**config.mk**
```make
export PLATFORM = sky130hd
export DESIGN_NAME = uart_cmd_ctrl
export DESIGN_NICKNAME = d
export VERILOG_FILES = /design/src/rtl/uart_cmd_pkg.sv /design/src/rtl/uart_cmd_timeout.sv /design/src/rtl/uart_cmd_ctrl.sv
export SDC_FILE = /design/constraint.sdc
export NUM_CORES = 1
export LEC_CHECK = 0
export BUFFER_PORTS_ARGS = -buffer_cell sky130_fd_sc_hd__buf_2
export CAP_MARGIN = 20
export CORE_ASPECT_RATIO = 0.75
export CORE_MARGIN = 8
export CORE_UTILIZATION = 61
export CTS_CLUSTER_DIAMETER = 100
export DETAILED_ROUTE_END_ITERATION = 6
export PLACE_DENSITY = 0.95
export SLEW_MARGIN = 20
export SYNTH_ARGS = -nofsm -noshare
export SYNTH_HDL_FRONTEND = slang
export SYNTH_SLANG_ARGS = --single-unit
export TNS_END_PERCENT = 30
```
**constraint.sdc**
```tcl
create_clock -name in_clk -period 3.1 [get_ports in_clk]
set_input_delay 0.62 -clock in_clk [delete_from_list [all_inputs] [get_ports in_clk]]
set_output_delay 0.62 -clock in_clk [all_outputs]
set_load 0.01 [all_outputs]
```
**src/rtl/uart_cmd_pkg.sv**
```systemverilog
// Shared types and byte constants for the UART command frame parser.
package uart_cmd_pkg;

   typedef enum logic [3:0] {
      ST_IDLE,
      ST_CMD,
      ST_ADDR,
      ST_DATA,
      ST_CHK,
      ST_EXEC,
      ST_RD_WAIT,
      ST_RESP0,
      ST_RESP1
   } state_e;

   localparam logic [7:0] CMD_WR   = 8'h01;
   localparam logic [7:0] CMD_RD   = 8'h02;
   localparam logic [7:0] ACK_BYTE = 8'h06;
   localparam logic [7:0] NAK_BYTE = 8'h15;

endpackage

```
**src/rtl/uart_cmd_timeout.sv**
```systemverilog
// Idle-cycle counter for an open frame; reloads to zero on clear and flags
// expiry on the LIMIT-th consecutive enabled cycle.
module uart_cmd_timeout #(
   parameter int LIMIT = 20000
) (
   input  logic in_clk,
   input  logic in_rst,
   input  logic in_clear,
   input  logic in_enable,
   output logic out_expire
);

   localparam int CW = $clog2(LIMIT + 1);

   logic [CW-1:0] cnt_q, cnt_d;

   assign out_expire = in_enable && !in_clear && (cnt_q == CW'(LIMIT - 1));

   always_comb begin
      cnt_d = cnt_q;
      if (in_clear || out_expire) begin
         cnt_d = '0;
      end else if (in_enable) begin
         cnt_d = cnt_q + CW'(1);
      end
   end

   always_ff @(posedge in_clk or negedge in_rst) begin
      if (!in_rst) begin
         cnt_q <= '0;
      end else begin
         cnt_q <= cnt_d;
      end
   end

endmodule

```
**src/rtl/uart_cmd_ctrl.sv**
```systemverilog
// Parses SYNC/CMD/ADDR/DATA/CHK frames from the UART receiver, drives the
// register bank port and returns ACK/NAK (plus read data) to the transmitter.
module uart_cmd_ctrl
   import uart_cmd_pkg::*;
#(
   parameter logic [7:0] SYNC_BYTE   = 8'hA5,
   parameter int         ADDR_W      = 4,
   parameter int         TIMEOUT_CYC = 20000
) (
   input  logic              in_clk,
   input  logic              in_rst,
   input  logic              in_rx_ready,
   input  logic [7:0]        in_rx_data,
   output logic              out_wr_en,
   output logic [ADDR_W-1:0] out_wr_addr,
   output logic [7:0]        out_wr_data,
   output logic              out_rd_en,
   output logic [ADDR_W-1:0] out_rd_addr,
   input  logic              in_rd_valid,
   input  logic [7:0]        in_rd_data,
   output logic              out_tx_valid,
   output logic [7:0]        out_tx_data,
   input  logic              in_tx_ready,
   output logic              out_busy,
   output logic [7:0]        out_err_cnt
);

   state_e            state_q, state_d;
   logic [7:0]        cmd_q, cmd_d;
   logic [ADDR_W-1:0] addr_q, addr_d;
   logic [7:0]        data_q, data_d;
   logic [7:0]        xor_q, xor_d;
   logic              chk_ok_q, chk_ok_d;
   logic              two_byte_q, two_byte_d;
   logic [7:0]        rd_data_q, rd_data_d;
   logic [7:0]        tx_data_q, tx_data_d;
   logic              tx_valid_q, tx_valid_d;
   logic [7:0]        err_cnt_q, err_cnt_d;

   logic in_frame;
   logic tmo_clear;
   logic tmo_enable;
   logic tmo_expire;
   logic frame_ok;
   logic err_event;

   assign in_frame   = state_q inside {ST_CMD, ST_ADDR, ST_DATA, ST_CHK};
   assign tmo_enable = in_frame && !in_rx_ready;
   assign tmo_clear  = !in_frame || in_rx_ready;
   assign frame_ok   = chk_ok_q && ((cmd_q == CMD_WR) || (cmd_q == CMD_RD));

   uart_cmd_timeout #(
      .LIMIT (TIMEOUT_CYC)
   ) u_timeout (
      .in_clk     (in_clk),
      .in_rst     (in_rst),
      .in_clear   (tmo_clear),
      .in_enable  (tmo_enable),
      .out_expire (tmo_expire)
   );

   // The checksum is folded in as bytes arrive so only ADDR_W address bits need storing.
   always_comb begin
      state_d    = state_q;
      cmd_d      = cmd_q;
      addr_d     = addr_q;
      data_d     = data_q;
      xor_d      = xor_q;
      chk_ok_d   = chk_ok_q;
      two_byte_d = two_byte_q;
      rd_data_d  = rd_data_q;
      tx_data_d  = tx_data_q;
      tx_valid_d = tx_valid_q;
      err_event  = 1'b0;

      case (state_q)
         ST_IDLE: begin
            if (in_rx_ready && (in_rx_data == SYNC_BYTE)) begin
               xor_d   = '0;
               state_d = ST_CMD;
            end
         end
         ST_CMD: begin
            if (in_rx_ready) begin
               cmd_d   = in_rx_data;
               xor_d   = xor_q ^ in_rx_data;
               state_d = ST_ADDR;
            end
         end
         ST_ADDR: begin
            if (in_rx_ready) begin
               addr_d  = in_rx_data[ADDR_W-1:0];
               xor_d   = xor_q ^ in_rx_data;
               state_d = ST_DATA;
            end
         end
         ST_DATA: begin
            if (in_rx_ready) begin
               data_d  = in_rx_data;
               xor_d   = xor_q ^ in_rx_data;
               state_d = ST_CHK;
            end
         end
         ST_CHK: begin
            if (in_rx_ready) begin
               chk_ok_d = (xor_q == in_rx_data);
               state_d  = ST_EXEC;
            end
         end
         ST_EXEC: begin
            two_byte_d = 1'b0;
            if (!frame_ok) begin
               err_event  = 1'b1;
               tx_data_d  = NAK_BYTE;
               tx_valid_d = 1'b1;
               state_d    = ST_RESP0;
            end else if (cmd_q == CMD_WR) begin
               tx_data_d  = ACK_BYTE;
               tx_valid_d = 1'b1;
               state_d    = ST_RESP0;
            end else begin
               state_d = ST_RD_WAIT;
            end
         end
         ST_RD_WAIT: begin
            if (in_rd_valid) begin
               rd_data_d  = in_rd_data;
               two_byte_d = 1'b1;
               tx_data_d  = ACK_BYTE;
               tx_valid_d = 1'b1;
               state_d    = ST_RESP0;
            end
         end
         ST_RESP0: begin
            if (in_tx_ready) begin
               if (two_byte_q) begin
                  tx_data_d = rd_data_q;
                  state_d   = ST_RESP1;
               end else begin
                  tx_valid_d = 1'b0;
                  state_d    = ST_IDLE;
               end
            end
         end
         ST_RESP1: begin
            if (in_tx_ready) begin
               tx_valid_d = 1'b0;
               state_d    = ST_IDLE;
            end
         end
         default: begin
            state_d = ST_IDLE;
         end
      endcase

      // Expiry can only fire while a frame is open and no byte arrived this cycle.
      if (tmo_expire) begin
         state_d   = ST_IDLE;
         err_event = 1'b1;
      end

      if (in_rx_ready && (state_q inside {ST_EXEC, ST_RD_WAIT, ST_RESP0, ST_RESP1})) begin
         err_event = 1'b1;
      end
   end

   always_comb begin
      err_cnt_d = err_cnt_q;
      if (err_event && (err_cnt_q != 8'hFF)) begin
         err_cnt_d = err_cnt_q + 8'd1;
      end
   end

   always_ff @(posedge in_clk or negedge in_rst) begin
      if (!in_rst) begin
         state_q    <= ST_IDLE;
         cmd_q      <= '0;
         addr_q     <= '0;
         data_q     <= '0;
         xor_q      <= '0;
         chk_ok_q   <= 1'b0;
         two_byte_q <= 1'b0;
         rd_data_q  <= '0;
         tx_data_q  <= '0;
         tx_valid_q <= 1'b0;
         err_cnt_q  <= '0;
      end else begin
         state_q    <= state_d;
         cmd_q      <= cmd_d;
         addr_q     <= addr_d;
         data_q     <= data_d;
         xor_q      <= xor_d;
         chk_ok_q   <= chk_ok_d;
         two_byte_q <= two_byte_d;
         rd_data_q  <= rd_data_d;
         tx_data_q  <= tx_data_d;
         tx_valid_q <= tx_valid_d;
         err_cnt_q  <= err_cnt_d;
      end
   end

   assign out_wr_en    = (state_q == ST_EXEC) && chk_ok_q && (cmd_q == CMD_WR);
   assign out_rd_en    = (state_q == ST_EXEC) && chk_ok_q && (cmd_q == CMD_RD);
   assign out_wr_addr  = addr_q;
   assign out_wr_data  = data_q;
   assign out_rd_addr  = addr_q;
   assign out_tx_valid = tx_valid_q;
   assign out_tx_data  = tx_data_q;
   assign out_busy     = (state_q != ST_IDLE);
   assign out_err_cnt  = err_cnt_q;

endmodule

```
==> flow_summary_export.csv <==
group,metric,value,unit
setup_path,crit_fanout,16,
logic_synthesis,synthTopCellsByArea,"dfrtp_1 49%, mux2_2 6.6%, xor2_1 4.9%",
route,vias_per_cell,5.80,
floorplan,ioPinCount,57,
timing,period_minus_slack,2.78,ns
logic_synthesis,syn_nets,360,
clock_tree,cts_buffers,9,
placement,io_buffers,56,
run,drv_cap,0,
setup_path,path_buf_inv,1,
clock_tree,clk_path_buf_depth,2,
timing,rsz0062_at_grt,"no",
power,seqPwrFrac,45.6,%
placement,gp_congestion,0.841,
logic_synthesis,ys_ff_latch,74,
power,p_sw,1.45,mW
power,leakagePower,1.95,nW
power,p_clk_share,16.2,%
logic_synthesis,synth_enable_flop_cells,0,
power,p_sw_share,38.9,%
timing,max-slew-margin-rel,46.9,%
route,wl_per_cell,16.6,um
timing,tightest_slew,0.789,ns
floorplan,die_w,106,um
status,status,"finished clean",
route,dr.first_iter.drc_count,304,
logic_synthesis,synth_cells,337,
setup_path,cp.arrival,2.16,ns
final_layout,drive_gt1_share,29.9,%
clock_tree,cts_resized,0,
timing,hold_violations,0,
global_route,antenna_found_initial,0,
final_layout,regArea,1850,um^2
final_layout,finalNonFillerCells,473,
setup_path,crit_family,"simple AND/OR/NAND/NOR gates",
setup_path,path_depth,4,
logic_synthesis,yosysWarnings,0,
logic_synthesis,yosysSeqAreaShare,49.5,%
setup_path,critPathSlowestCell,"dfrtp_1",
logic_synthesis,synth_top_area_cell,"dfrtp_1",
global_route,grt_max_degree,31,
timing,slew_viol_final,0,
placement,dp_hpwl,5760,um
global_route,grt_pass1_wl,13600,um
route,drt_first_pass_iters,5,
floorplan,core_area,5860,um^2
setup_path,r2r_cells,5,
clock_tree,hold_buffers,0,
global_route,grt_overflow,0,
logic_synthesis,async_reset_ff_share,100,%
route,wirelength,7870,um
setup_path,crit_path_end_kind,"output pin",
logic_synthesis,synth_area,3740,um^2
floorplan,num_rows,24,
clock_tree,root_buffer,"clkbuf_8",
power,comb_power_share,38.2,%
route,antenna_left,0,
logic_synthesis,yosys.cell_count.top_type,"dfrtp_1",
setup_path,crit_path_max_incr_delay,0.66,ns
final_layout,nNetsFinal,414,
floorplan,dieArea,8920,um^2
final_layout,multi_input_area,1750,um^2
route,drc_errors,0,
logic_synthesis,avgSynthCellArea,11.1,um^2
floorplan,start_util,63.9,%
global_route,grtUsageTotal,18.7,%
power,intPower,2.28,mW
final_layout,design_area,4190,um^2
final_layout,post-route-util,71.6,%
setup_path,critPathLaunchType,"flip-flop",
placement,postPlaceCellArea,4040,um^2
clock_tree,clock_sinks,74,
power,p_per_area,891,nW/um^2
power,finalPower,3.74,mW
setup_path,crit_required,2.48,ns
power,vdd_drop_max,0.507,mV
setup_path,path_cells,"nor2b_1 -> nand3b_1 -> nor4b_1 -> buf_2",
placement,numPlacedInstances,458,
setup_path,crit_type,"reg -> out",
clock_tree,clk_pin_slew,0.07,ns
timing,setup_viol,0,
logic_synthesis,synth_commonest_cells,"74 x dfrtp_1, 26 x nand2_1, 25 x nor2_1, 24 x o21ai_0, 22 x mux2_2",
clock_tree,clk_latency,0.34,ns
final_layout,antennaDiodeCount,0,
worst_hold_path,min_path_type,"in -> async",
clock_tree,cts_tree,"built",
clock_tree,cts_setup_buffers,0,
global_route,grt_pass1_vias,2810,
timing,clock.fmax,360,MHz
logic_synthesis,yosysUniqueCellTypes,61,
logic_synthesis,synth_top_area_share,49.5,%
floorplan,die_h,83.8,um
final_layout,area_growth,12.0,%
route,vias,2744,
timing,clock_skew,0.00829,ns
logic_synthesis,synthFlopType,"dfrtp_1",
final_layout,fill_cells,432,
timing,finalCritPeriodShare,89.6,%
timing,setup_tns,0,ns
clock_tree,h-tree-depth,3,
-- layout make-up --
type / instances / share of cell area, %
Timing Repair Buffer: 58 / 7.05
Sequential cell: 74 / 44.2
Tap cell: 78 / 2.33
Multi-Input combinational cell: 237 / 41.8
Clock buffer: 11 / 3.14
Inverter: 11 / 0.985
Clock inverter: 4 / 0.478
-- power by group through the flow --
| stage | Clock [mW] | Sequential (mW) | Combinational (mW) |
|---|---|---|---|
| after floorplan | 0 | 1.66 | 1.05 |
| after global placement | 0 | 1.68 | 1.38 |
| after detailed placement | 0 | 1.71 | 1.44 |
| after CTS | 0.621 | 1.70 | 1.45 |
| after global routing | 0.657 | 1.77 | 1.59 |
| final | 0.604 | 1.70 | 1.43 |
-- placed cells by master, fill, tap and decap left out, types with 9 or more instances in the layout --
cell / Yosys / layout
buf_2: 7 / 56
inv_1: 11 / 11
nor2_1: 25 / 25
clkbuf_8: 0 / 9
o21ai_0: 24 / 24
mux2_2: 22 / 22
nand3_1: 12 / 12
dfrtp_1: 74 / 74
nand2_1: 26 / 26
xor2_1: 21 / 21
-- path summary, 6_finish.rpt --
path / from / end / slack, ns
worst max-delay path: state_q[2] / out_wr_en / 0.32
worst min-delay path: in_rst / out_err_cnt[1] / 0.25
worst max register to register: state_q[1] / out_err_cnt[1] / 0.87
worst min register to register: out_tx_data[4] / out_tx_data[4] / 0.47
max in group asynchronous: in_rst / rd_data_q[5] / 2.09
min in group in_clk: out_tx_data[4] / out_tx_data[4] / 0.47
-- flip-flops by register name, indices dropped and copies added (netlist names) --
| register | cells |
|---|---|
| state_q | 4 |
| xor_q | 8 |
| out_tx_data | 8 |
| rd_data_q | 8 |
| out_tx_valid | 1 |
| out_rd_addr | 4 |
| chk_ok_q | 1 |
| u_timeout.cnt_q | 15 |
| out_err_cnt | 8 |
| two_byte_q | 1 |
| out_wr_data | 8 |
| cmd_q | 8 |
-- layer usage --
metal	up-vias	track usage, %	wire length, um
met2	103	30.3	3780
met3	4	7.10	553
li1	1300	-	-
met1	1337	23.5	3510
met4	0	3.06	30
met5	-	0	0
-- metrics by stage --
stage	hold WS [ns]	worst slack (ns)
after global routing	0.270	0.214
after CTS	0.252	0.323
after floorplan	0.324	1.07
after global placement	0.456	0.788
after detailed placement	0.466	0.731
final	0.246	0.321
-- cells by family after synthesis --
| logic type | after synthesis | synth area share, % |
|---|---|---|
| AND/OR/NAND/NOR | 116 | 18.8 |
| flip-flops | 74 | 49.5 |
| AO/OA/AOI/OAI | 65 | 12.9 |
| XOR/XNOR | 27 | 6.32 |
| multiplexers | 27 | 8.16 |
| buffers and inverters | 26 | 3.65 |
| adder cells (fa/ha/maj) | 2 | 0.669 |
Power figures use the tool's default switching activity.
